`src/rtl/pipe_ctrl_pkg.sv`:
```
// Shared types for the pipeline controller: FSM states, per-cycle action and strobe bundle.
// decode_act() resolves the per-cycle priority between memory wait, flush and stall.
package pipe_ctrl_pkg;

  typedef enum logic [1:0] {
    StRun      = 2'd0,
    StFreeze   = 2'd1,
    StRedirect = 2'd2
  } pipe_state_t;

  typedef enum logic [1:0] {
    ActNormal = 2'd0,
    ActFreeze = 2'd1,
    ActFlush  = 2'd2,
    ActStall  = 2'd3
  } pipe_act_t;

  typedef struct packed {
    logic pc_en;
    logic fd_en;
    logic fd_clr;
    logic de_en;
    logic de_clr;
    logic em_en;
    logic mw_en;
  } strobe_t;

  // A frozen state with memory ready again behaves as RUN, so only REDIRECT masks stall.
  function automatic pipe_act_t decode_act(pipe_state_t state, logic mem_ready, logic flush,
                                           logic stall);
    pipe_act_t act;
    if (!mem_ready) begin
      act = ActFreeze;
    end else if (flush) begin
      act = ActFlush;
    end else if (stall && (state != StRedirect)) begin
      act = ActStall;
    end else begin
      act = ActNormal;
    end
    return act;
  endfunction

endpackage

```
`src/rtl/pipe_ctrl_if.sv`:
```
// Hazard-unit requests in, pipeline-register strobes, valids and perf counters out.
// master = the driving side (hazard unit / bench), slave = pipe_ctrl.
interface pipe_ctrl_if #(
  parameter int unsigned CntW = 32
);
  logic            stall;
  logic            flush;
  logic [1:0]      pc_sel_in;
  logic            mem_ready;
  logic            cnt_clr;
  logic            pc_en;
  logic [1:0]      pc_sel;
  logic            fd_en;
  logic            fd_clr;
  logic            de_en;
  logic            de_clr;
  logic            em_en;
  logic            mw_en;
  logic            d_valid;
  logic            e_valid;
  logic            m_valid;
  logic            w_valid;
  logic            rf_we_en;
  logic [CntW-1:0] stall_cnt;
  logic [CntW-1:0] flush_cnt;
  logic            stall_err;

  modport master (
    output stall, flush, pc_sel_in, mem_ready, cnt_clr,
    input  pc_en, pc_sel, fd_en, fd_clr, de_en, de_clr, em_en, mw_en,
    input  d_valid, e_valid, m_valid, w_valid, rf_we_en, stall_cnt, flush_cnt, stall_err
  );

  modport slave (
    input  stall, flush, pc_sel_in, mem_ready, cnt_clr,
    output pc_en, pc_sel, fd_en, fd_clr, de_en, de_clr, em_en, mw_en,
    output d_valid, e_valid, m_valid, w_valid, rf_we_en, stall_cnt, flush_cnt, stall_err
  );
endinterface

```
`src/rtl/pipe_ctrl_sat_counter.sv`:
```
// Saturating up-counter with synchronous clear; clear beats increment in the same cycle.
module pipe_ctrl_sat_counter #(
  parameter int unsigned W = 32
) (
  input  logic         clk,
  input  logic         rst_n,
  input  logic         clr_i,
  input  logic         inc_i,
  output logic [W-1:0] cnt_o
);

  logic [W-1:0] cnt_q, cnt_d;

  always_comb begin
    cnt_d = cnt_q;
    if (clr_i) begin
      cnt_d = '0;
    end else if (inc_i && (cnt_q != {W{1'b1}})) begin
      cnt_d = cnt_q + W'(1);
    end
  end

  always_ff @(posedge clk or negedge rst_n) begin
    if (!rst_n) begin
      cnt_q <= '0;
    end else begin
      cnt_q <= cnt_d;
    end
  end

  assign cnt_o = cnt_q;

endmodule

```
`src/rtl/pipe_ctrl.sv`:
```
// Turns hazard-unit stall/flush/pc_sel into pipeline-register strobes and stage valids, with a
// whole-pipe freeze on memory wait, stall/flush counters and a consecutive-stall watchdog.
module pipe_ctrl
  import pipe_ctrl_pkg::*;
#(
  parameter int unsigned CntW     = 32,
  parameter int unsigned MaxStall = 2
) (
  input logic        clk,
  input logic        rst_n,
  pipe_ctrl_if.slave bus
);

  localparam int unsigned WdW = $clog2(MaxStall + 1);
  localparam logic [WdW-1:0] StallLimit = WdW'(MaxStall);

  pipe_state_t    state_q, state_d;
  logic           d_valid_q, d_valid_d;
  logic           e_valid_q, e_valid_d;
  logic           m_valid_q, m_valid_d;
  logic           w_valid_q, w_valid_d;
  logic [WdW-1:0] stall_run_q, stall_run_d;
  logic           stall_err_q, stall_err_d;
  pipe_act_t      act;
  strobe_t        strobe;
  logic [1:0]     pc_sel;

  assign act = decode_act(state_q, bus.mem_ready, bus.flush, bus.stall);

  // Strobes act in the same cycle; reset forces a safe, bubble-inserting pattern.
  always_comb begin
    strobe = '0;
    pc_sel = bus.pc_sel_in;
    unique case (act)
      ActNormal: begin
        strobe.pc_en = 1'b1;
        strobe.fd_en = 1'b1;
        strobe.de_en = 1'b1;
        strobe.em_en = 1'b1;
        strobe.mw_en = 1'b1;
      end
      ActFreeze: strobe = '0;
      ActFlush: begin
        strobe.pc_en  = 1'b1;
        strobe.fd_clr = 1'b1;
        strobe.de_clr = 1'b1;
        strobe.em_en  = 1'b1;
        strobe.mw_en  = 1'b1;
      end
      ActStall: begin
        strobe.de_clr = 1'b1;
        strobe.em_en  = 1'b1;
        strobe.mw_en  = 1'b1;
      end
      default: strobe = '0;
    endcase
    if (!rst_n) begin
      strobe        = '0;
      strobe.fd_clr = 1'b1;
      strobe.de_clr = 1'b1;
      pc_sel        = 2'b00;
    end
  end

  always_comb begin
    state_d     = state_q;
    d_valid_d   = d_valid_q;
    e_valid_d   = e_valid_q;
    m_valid_d   = m_valid_q;
    w_valid_d   = w_valid_q;
    stall_run_d = stall_run_q;
    stall_err_d = stall_err_q;
    unique case (act)
      ActNormal: begin
        state_d     = StRun;
        d_valid_d   = 1'b1;
        e_valid_d   = d_valid_q;
        m_valid_d   = e_valid_q;
        w_valid_d   = m_valid_q;
        stall_run_d = '0;
      end
      ActFreeze: state_d = StFreeze;
      ActFlush: begin
        state_d     = StRedirect;
        d_valid_d   = 1'b0;
        e_valid_d   = 1'b0;
        m_valid_d   = e_valid_q;
        w_valid_d   = m_valid_q;
        stall_run_d = '0;
      end
      ActStall: begin
        state_d   = StRun;
        e_valid_d = 1'b0;
        m_valid_d = e_valid_q;
        w_valid_d = m_valid_q;
        if (stall_run_q != StallLimit) begin
          stall_run_d = stall_run_q + WdW'(1);
        end
      end
      default: state_d = StRun;
    endcase
    if (stall_run_d == StallLimit) begin
      stall_err_d = 1'b1;
    end
  end

  always_ff @(posedge clk or negedge rst_n) begin
    if (!rst_n) begin
      state_q     <= StRun;
      d_valid_q   <= 1'b0;
      e_valid_q   <= 1'b0;
      m_valid_q   <= 1'b0;
      w_valid_q   <= 1'b0;
      stall_run_q <= '0;
      stall_err_q <= 1'b0;
    end else begin
      state_q     <= state_d;
      d_valid_q   <= d_valid_d;
      e_valid_q   <= e_valid_d;
      m_valid_q   <= m_valid_d;
      w_valid_q   <= w_valid_d;
      stall_run_q <= stall_run_d;
      stall_err_q <= stall_err_d;
    end
  end

  pipe_ctrl_sat_counter #(
    .W(CntW)
  ) u_stall_cnt (
    .clk  (clk),
    .rst_n(rst_n),
    .clr_i(bus.cnt_clr),
    .inc_i(act == ActStall),
    .cnt_o(bus.stall_cnt)
  );

  pipe_ctrl_sat_counter #(
    .W(CntW)
  ) u_flush_cnt (
    .clk  (clk),
    .rst_n(rst_n),
    .clr_i(bus.cnt_clr),
    .inc_i(act == ActFlush),
    .cnt_o(bus.flush_cnt)
  );

  assign bus.pc_en     = strobe.pc_en;
  assign bus.pc_sel    = pc_sel;
  assign bus.fd_en     = strobe.fd_en;
  assign bus.fd_clr    = strobe.fd_clr;
  assign bus.de_en     = strobe.de_en;
  assign bus.de_clr    = strobe.de_clr;
  assign bus.em_en     = strobe.em_en;
  assign bus.mw_en     = strobe.mw_en;
  assign bus.d_valid   = d_valid_q;
  assign bus.e_valid   = e_valid_q;
  assign bus.m_valid   = m_valid_q;
  assign bus.w_valid   = w_valid_q;
  assign bus.rf_we_en  = w_valid_q & bus.mem_ready;
  assign bus.stall_err = stall_err_q;

endmodule

```
`src/flat_wrapper.sv`:
```
// flat-port wrapper written by rule: the top's interface ports become plain ports
module pipe_ctrl_flat import pipe_ctrl_pkg::*;
#(
  parameter int unsigned CntW     = 32,
  parameter int unsigned MaxStall = 2
)
  (clk, rst_n, bus_stall, bus_flush, bus_pc_sel_in, bus_mem_ready, bus_cnt_clr, bus_pc_en, bus_pc_sel, bus_fd_en, bus_fd_clr, bus_de_en, bus_de_clr, bus_em_en, bus_mw_en, bus_d_valid, bus_e_valid, bus_m_valid, bus_w_valid, bus_rf_we_en, bus_stall_cnt, bus_flush_cnt, bus_stall_err);
  pipe_ctrl_if #(.CntW(CntW)) bus_i ();
  input logic clk;
  input logic rst_n;
  input wire logic [$bits(bus_i.stall)-1:0] bus_stall;
  input wire logic [$bits(bus_i.flush)-1:0] bus_flush;
  input wire logic [$bits(bus_i.pc_sel_in)-1:0] bus_pc_sel_in;
  input wire logic [$bits(bus_i.mem_ready)-1:0] bus_mem_ready;
  input wire logic [$bits(bus_i.cnt_clr)-1:0] bus_cnt_clr;
  output wire logic [$bits(bus_i.pc_en)-1:0] bus_pc_en;
  output wire logic [$bits(bus_i.pc_sel)-1:0] bus_pc_sel;
  output wire logic [$bits(bus_i.fd_en)-1:0] bus_fd_en;
  output wire logic [$bits(bus_i.fd_clr)-1:0] bus_fd_clr;
  output wire logic [$bits(bus_i.de_en)-1:0] bus_de_en;
  output wire logic [$bits(bus_i.de_clr)-1:0] bus_de_clr;
  output wire logic [$bits(bus_i.em_en)-1:0] bus_em_en;
  output wire logic [$bits(bus_i.mw_en)-1:0] bus_mw_en;
  output wire logic [$bits(bus_i.d_valid)-1:0] bus_d_valid;
  output wire logic [$bits(bus_i.e_valid)-1:0] bus_e_valid;
  output wire logic [$bits(bus_i.m_valid)-1:0] bus_m_valid;
  output wire logic [$bits(bus_i.w_valid)-1:0] bus_w_valid;
  output wire logic [$bits(bus_i.rf_we_en)-1:0] bus_rf_we_en;
  output wire logic [$bits(bus_i.stall_cnt)-1:0] bus_stall_cnt;
  output wire logic [$bits(bus_i.flush_cnt)-1:0] bus_flush_cnt;
  output wire logic [$bits(bus_i.stall_err)-1:0] bus_stall_err;
  assign bus_i.stall = bus_stall;
  assign bus_i.flush = bus_flush;
  assign bus_i.pc_sel_in = bus_pc_sel_in;
  assign bus_i.mem_ready = bus_mem_ready;
  assign bus_i.cnt_clr = bus_cnt_clr;
  assign bus_pc_en = bus_i.pc_en;
  assign bus_pc_sel = bus_i.pc_sel;
  assign bus_fd_en = bus_i.fd_en;
  assign bus_fd_clr = bus_i.fd_clr;
  assign bus_de_en = bus_i.de_en;
  assign bus_de_clr = bus_i.de_clr;
  assign bus_em_en = bus_i.em_en;
  assign bus_mw_en = bus_i.mw_en;
  assign bus_d_valid = bus_i.d_valid;
  assign bus_e_valid = bus_i.e_valid;
  assign bus_m_valid = bus_i.m_valid;
  assign bus_w_valid = bus_i.w_valid;
  assign bus_rf_we_en = bus_i.rf_we_en;
  assign bus_stall_cnt = bus_i.stall_cnt;
  assign bus_flush_cnt = bus_i.flush_cnt;
  assign bus_stall_err = bus_i.stall_err;
  pipe_ctrl #(.CntW(CntW), .MaxStall(MaxStall)) u_core (.clk(clk), .rst_n(rst_n), .bus(bus_i));
endmodule
```
`config.mk`:
```
export PLATFORM = sky130hd
export DESIGN_NAME = pipe_ctrl_flat
export DESIGN_NICKNAME = d
export VERILOG_FILES = /design/src/rtl/pipe_ctrl_pkg.sv /design/src/rtl/pipe_ctrl_if.sv /design/src/rtl/pipe_ctrl_sat_counter.sv /design/src/rtl/pipe_ctrl.sv /design/src/flat_wrapper.sv
export SDC_FILE = /design/constraint.sdc
export NUM_CORES = 1
export LEC_CHECK = 0
export ABC_AREA = 1
export CAP_MARGIN = 25
export CELL_PAD_IN_SITES_DETAIL_PLACEMENT = 1
export CELL_PAD_IN_SITES_GLOBAL_PLACEMENT = 1
export CORE_ASPECT_RATIO = 2
export CORE_UTILIZATION = 41
export DETAILED_ROUTE_END_ITERATION = 8
export PLACE_DENSITY = 0.84
export SETUP_SLACK_MARGIN = 0.3
export SLEW_MARGIN = 20
export SYNTH_ARGS = -nofsm -noshare
export SYNTH_HDL_FRONTEND = slang
export SYNTH_SLANG_ARGS = --single-unit
```
`constraint.sdc`:
```
create_clock -name clk -period 3.2 [get_ports clk]
set_clock_uncertainty 0.2 [all_clocks]
set_input_delay 0.64 -clock clk [delete_from_list [all_inputs] [get_ports clk]]
set_output_delay 0.64 -clock clk [all_outputs]
set_load 0.01 [all_outputs]
```
---- After elaboration in Yosys (flattened, before gate mapping) ----
Cells that the tools add are included.
storage, ports and cells
  bits in registers ....................... 73
  input bits .............................. 8
  output and inout bits ................... 79
  logic and storage cells ................. 52
cells by class
  add/sub/neg operators ................... 3
  equal/unequal tests ..................... 8
  multiplexer cells ....................... 19
  bitwise gates (word level) .............. 1
  reductions and logical operators ........ 12
operators with widths
  kind                                                             number
  32-bit two-way mux                                               4
  32-bit by 1-bit adder with 32-bit output, second input constant  2
  32-bit inequality test, second input constant                    2
  2-bit two-way mux                                                5
  2-bit case mux with 2 select lines                               2
  2-bit nonzero test                                               4
  7-bit two-way mux                                                1
  2-bit == test, second input constant                             3
  2-bit case mux with 3 select lines                               1
  2-bit OR reduction                                               3
  1-bit two-way mux                                                4
  2-bit inequality test, second input constant                     2
  1-bit case mux with 2 select lines                               2
  1-bit logical AND                                                3
  3-bit OR reduction                                               1
  2-bit by 1-bit adder with 2-bit output, second input constant    1
  2-bit by 1-bit == test with 1-bit output, second input constant  1
  2-bit logical NOT                                                1
  1-bit AND                                                        1

---- Longest topological paths before layout ----
Gate-level depths: netlist of run 1.
  depth after elaboration ................. 9
  mapped depth ............................ 12
  depth with buffers taken out ............ 11

---- Cells and area by module ----
From an unflattened synthesis of run 1, not the netlist that was laid out.
second synthesis, totals
  cell total of the unflattened synthesis .. 752
  area total of the unflattened synthesis .. 4974.8 sq um
modules (own cells, without submodules)
  module                                       instances  cells each  area each (sq um)  seq. area each (sq um)
  pipe_ctrl_sat_counter at u_core.u_flush_cnt  1          347         2259.7             800.8
  pipe_ctrl_sat_counter at u_core.u_stall_cnt  1          345         2243.4             800.8
  pipe_ctrl                                    1          60          471.7              225.2

---- Worst setup path after synthesis of run 1 ----
OpenSTA, ideal clock, no wires.
  kind .................................... input port to output port
  start point ............................. in bus_mem_ready
  end point ............................... out bus_fd_en
  arrival ................................. 1.247 ns
  data required time ...................... 2.360 ns
  slack ................................... 1.113 ns
  cell stages on the path ................. 4
  path buffers ............................ 2
  cell sequence ........................... buf_2 nand2_1 nor2_1 buf_4
between the ends
  longest elaborated chain between the ends .. 4
ends and longest elaborated chain
  element            line                 text
  start, declared    flat_wrapper.sv:14   input wire logic [$bits(bus_i.mem_ready)-1:0] bus_mem_ready;
  2-bit two-way mux  pipe_ctrl_pkg.sv:32  if (!mem_ready) begin
  2-bit logical NOT  pipe_ctrl.sv:34      unique case (act)
  1-bit two-way mux  pipe_ctrl.sv:34
  7-bit two-way mux  pipe_ctrl.sv:57      if (!rst_n) begin
  end, declared      flat_wrapper.sv:18   output wire logic [$bits(bus_i.fd_en)-1:0] bus_fd_en;
Every way passes these cells.

---- Worst setup path in the final report of run 1 ----
  start point ............................. in bus_mem_ready
  end point ............................... out bus_de_en
between the ends
  longest elaborated chain between the ends .. 4
ends and longest elaborated chain
  element            line                 text
  2-bit two-way mux  pipe_ctrl_pkg.sv:32
  2-bit logical NOT  pipe_ctrl.sv:34
  1-bit two-way mux  pipe_ctrl.sv:34
  7-bit two-way mux  pipe_ctrl.sv:57
  end, declared      flat_wrapper.sv:20   output wire logic [$bits(bus_i.de_en)-1:0] bus_de_en;
Every way passes these cells.

==> results of run 1 <==
[per-stage QoR]
stage | cell area, sq um | hold slack, ns
2_1_floorplan | 4910 | 0.144
3_3_place_gp | 5880 | 0.262
3_5_place_dp | 5880 | 0.265
4_1_cts | 6170 | 0.297
5_1_grt | 6180 | 0.301
6_report | 6180 | 0.289
[placed cells by master, fill, tap and decap left out, types with 3 or more instances in the layout]
| master | count |
|---|---|
| dfrtp_1 | 73 |
| nand2_4 | 6 |
| or2_2 | 10 |
| clkinv_2 | 3 |
| nand2_2 | 24 |
| nand3_1 | 43 |
| inv_1 | 60 |
| ha_1 | 3 |
| nor2_2 | 3 |
| o21ai_0 | 5 |
| clkdlybuf4s50_1 | 83 |
| buf_4 | 9 |
| clkbuf_16 | 9 |
| nor2_1 | 116 |
| xnor2_1 | 6 |
| nand2_1 | 304 |
| nand4_1 | 40 |
| xor2_1 | 12 |
[state kept, by name, summed over array words and instances, names as in the netlist]
register and cells:
u_core.u_flush_cnt.cnt_o 32, u_core.u_stall_cnt.cnt_o 32, u_core.stall_run_q 2, u_core.state_q 2, u_core.bus.d_valid 1, u_core.bus.e_valid 1, u_core.bus.m_valid 1, u_core.bus.stall_err 1
u_core.bus.w_valid 1
[cells in the mapped netlist, types with 2 or more instances]
cell type,instances,area (sq um)
a21oi_1,2,10.0
buf_1,5,18.8
buf_2,5,25.0
buf_4,3,22.5
buf_6,3,33.8
dfrtp_1,73,1830
ha_1,3,37.5
inv_1,60,225
nand2_1,304,1140
nand2_2,24,150
nand2_4,6,67.6
nand3_1,43,215
nand3b_1,2,15.0
nand4_1,40,250
nor2_1,116,435
nor2_2,3,18.8
nor2_4,2,22.5
nor2_8,2,40.0
o21ai_0,5,25.0
o21bai_1,2,15.0
or2_2,10,62.6
xnor2_1,6,52.6
xor2_1,12,105
[layer usage]
layer / track usage / vias up
li1: - / 2492
met1: 0.287 / 2540
met2: 0.588 / 139
met3: 0.0391 / 66
met4: 0.208 / 0
met5: 0 / -
[what timing repair did]
action | 4_1_cts | 5_1_grt
hold buffers | 0 | 0
setup endpoints to repair | 1 | 1
resized for setup | 1 | 1
cloned | 0 | 0
[critical path: cells and delay by family]
family        cells  cell delay (ns)
simple gates      2             0.26
buf+inv           2             1.12
[kinds of logic after synthesis]
family                   Yosys count  synth area share
adder cells (fa/ha/maj)            3           0.00764
AND/OR/NAND/NOR                  553             0.494
XOR/XNOR                          18            0.0321
buffers and inverters             82            0.0777
AO/OA/AOI/OAI                     13            0.0166
flip-flops                        73             0.372
[final cells by class]
type | instances | share of cell area
timing repair buffer | 95 | 0.151
inverter | 63 | 0.0393
sequential | 73 | 0.296
clock inverter | 5 | 0.00911
clock buffer | 10 | 0.0387
multi-input combinational | 587 | 0.437
tap | 145 | 0.0294
[power by group through the flow]
stage | Clock [W] | Sequential, W | Combinational, W
2_1_floorplan | 0 | 0.000968 | 0.0000824
3_3_place_gp | 0 | 0.000963 | 0.000170
3_5_place_dp | 0 | 0.000964 | 0.000176
4_1_cts | 0.00106 | 0.000948 | 0.000177
5_1_grt | 0.00108 | 0.000949 | 0.000190
6_report | 0.00104 | 0.000948 | 0.000174
[worst paths after layout]
kind / to / slack [ns] / cells after the start
worst min register to register: u_core.bus.stall_err / 0.30 / 1
worst max register to register: u_core.u_stall_cnt.cnt_o[10] / 0.76 / 12
min in group clk: u_core.bus.stall_err / 0.30 / 1
worst max-delay path: bus_de_en / 0.34 / 4
worst min-delay path: u_core.u_flush_cnt.cnt_o[17] / 0.29 / 2
max in group asynchronous: u_core.u_stall_cnt.cnt_o[26] / 1.99 / 2
==> flow_metrics.tcl, run 1 <==
set metrics [dict create \
    status "completed" \
    p_int_w 0.00162 \
    max-slew-margin-rel 0.511 \
    synth_cell_types 34 \
    routed-via-count 5237 \
    nets 840 \
    synth_async_sr_flop_share 1.00 \
    wl_per_cell_microns 18.2 \
    period_minus_slack_ns 2.86 \
    placementRows 56 \
    nFillCells 1576 \
    final.period_utilization 0.894 \
    crit_type "input pin to primary output" \
    postCtsSetupRepairBufs 0 \
    ys.flop_type "dfrtp_1" \
    grt_max_degree 74 \
    grt_pass1_vias 5760 \
    antenna_cells 0 \
    regArea_sq_mm 0.00183 \
    antenna_found_initial 0 \
    port_buffers 86 \
    areaGrowthSynthToFinish_pct 25.8 \
    finalPower_w 0.00216 \
    finalSetupViolCount 0 \
    path_max_fanout 4 \
    design.die.area_sq_mm 0.0124 \
    synth_seq_cells 73 \
    grt-ovfl-total 0 \
    dp_cells 963 \
    grt_pass1_wl_microns 28400 \
    syn_nets 753 \
    cts_tree "yes" \
    slowest_delay_ns 0.58 \
    drt-initial-drc-count 203 \
    io_pins 87 \
    synth_edf_count 0 \
    cts_buffer_depth 2 \
    die_y_microns 157 \
    tightest_slew_ns 0.734 \
    via_per_inst 5.35 \
    r2r-start "u_core.u_stall_cnt.cnt_o[0]" \
    finalHoldViolCount 0 \
    rsz0062_at_grt "false" \
    syn_area_sq_mm 0.00491 \
    pwr-share-seq 0.439 \
    cp_slowest_cell "clkdlybuf4s50_1" \
    wl_met1_microns 6090 \
    gp_congestion 0.888 \
    p_per_area_mw_per_mm2 349 \
    die_w_microns 79.4 \
    final_util 0.528 \
    grtUsageTotal 0.305 \
    multi_input_area_sq_mm 0.00270 \
    highest_layer "met4" \
    cts.sinks 73 \
    fmax_mhz 350 \
    start_util 0.420 \
    cp_common_cell "clkdlybuf4s50_1" \
    fin_tns_setup_ns 0 \
    finalMaxSlewViolations 0 \
    ir_drop_mv 0.310 \
    required_ns 2.36 \
    path_cells "clkdlybuf4s50_1, nand2_1, nor2_1, clkdlybuf4s50_1" \
    postSynthAreaPerCell_sq_um 6.62 \
    met3WireLength_microns 432 \
    drc 0 \
    met2_wirelength_microns 10000 \
    synth_warnings 0 \
    drive_gt1_frac 0.0912 \
    switchingPower_w 0.000541 \
    instances_no_fill 978 \
    cts.clk_slew.worst_paths_ns 0.06 \
    dp_slack_ns 0.291 \
    hpwl_microns 13400 \
    antenna_left 0 \
    cts_buffers 9 \
    htreeDepth 3 \
    clock-root-buffer "clkbuf_16" \
    drt-pass1-iter-count 4 \
    maxCapViolCount 0 \
    core_sq_mm 0.0117 \
    cp-startpoint "bus_mem_ready" \
    crit_arrival_ns 2.02 \
    clkLatencyLatePin_ns 0.34 \
    synthCells 742 \
    totalWireLength_microns 17800 \
    fin_ws_ns 0.340 \
    worstSetupStartpointType "input pin" \
    sw_frac_of_total 0.251 \
    p_leak_nw 2.89 \
    yosysSeqAreaShare 0.372 \
    clockPowerShare 0.480 \
    pwr-share-comb 0.081 \
    cp-end-kind "primary output" \
    worstHoldPathType "input pin to async pin" \
]
Note: power is estimated with default switching activity, not from simulation.
==> inputs of run 2 (changes only) <==
- HOLD_SLACK_MARGIN: not set -> 0.03
==> results of run 2 <==
No change in the layout: final DEF, timing and power equal those of run 1.
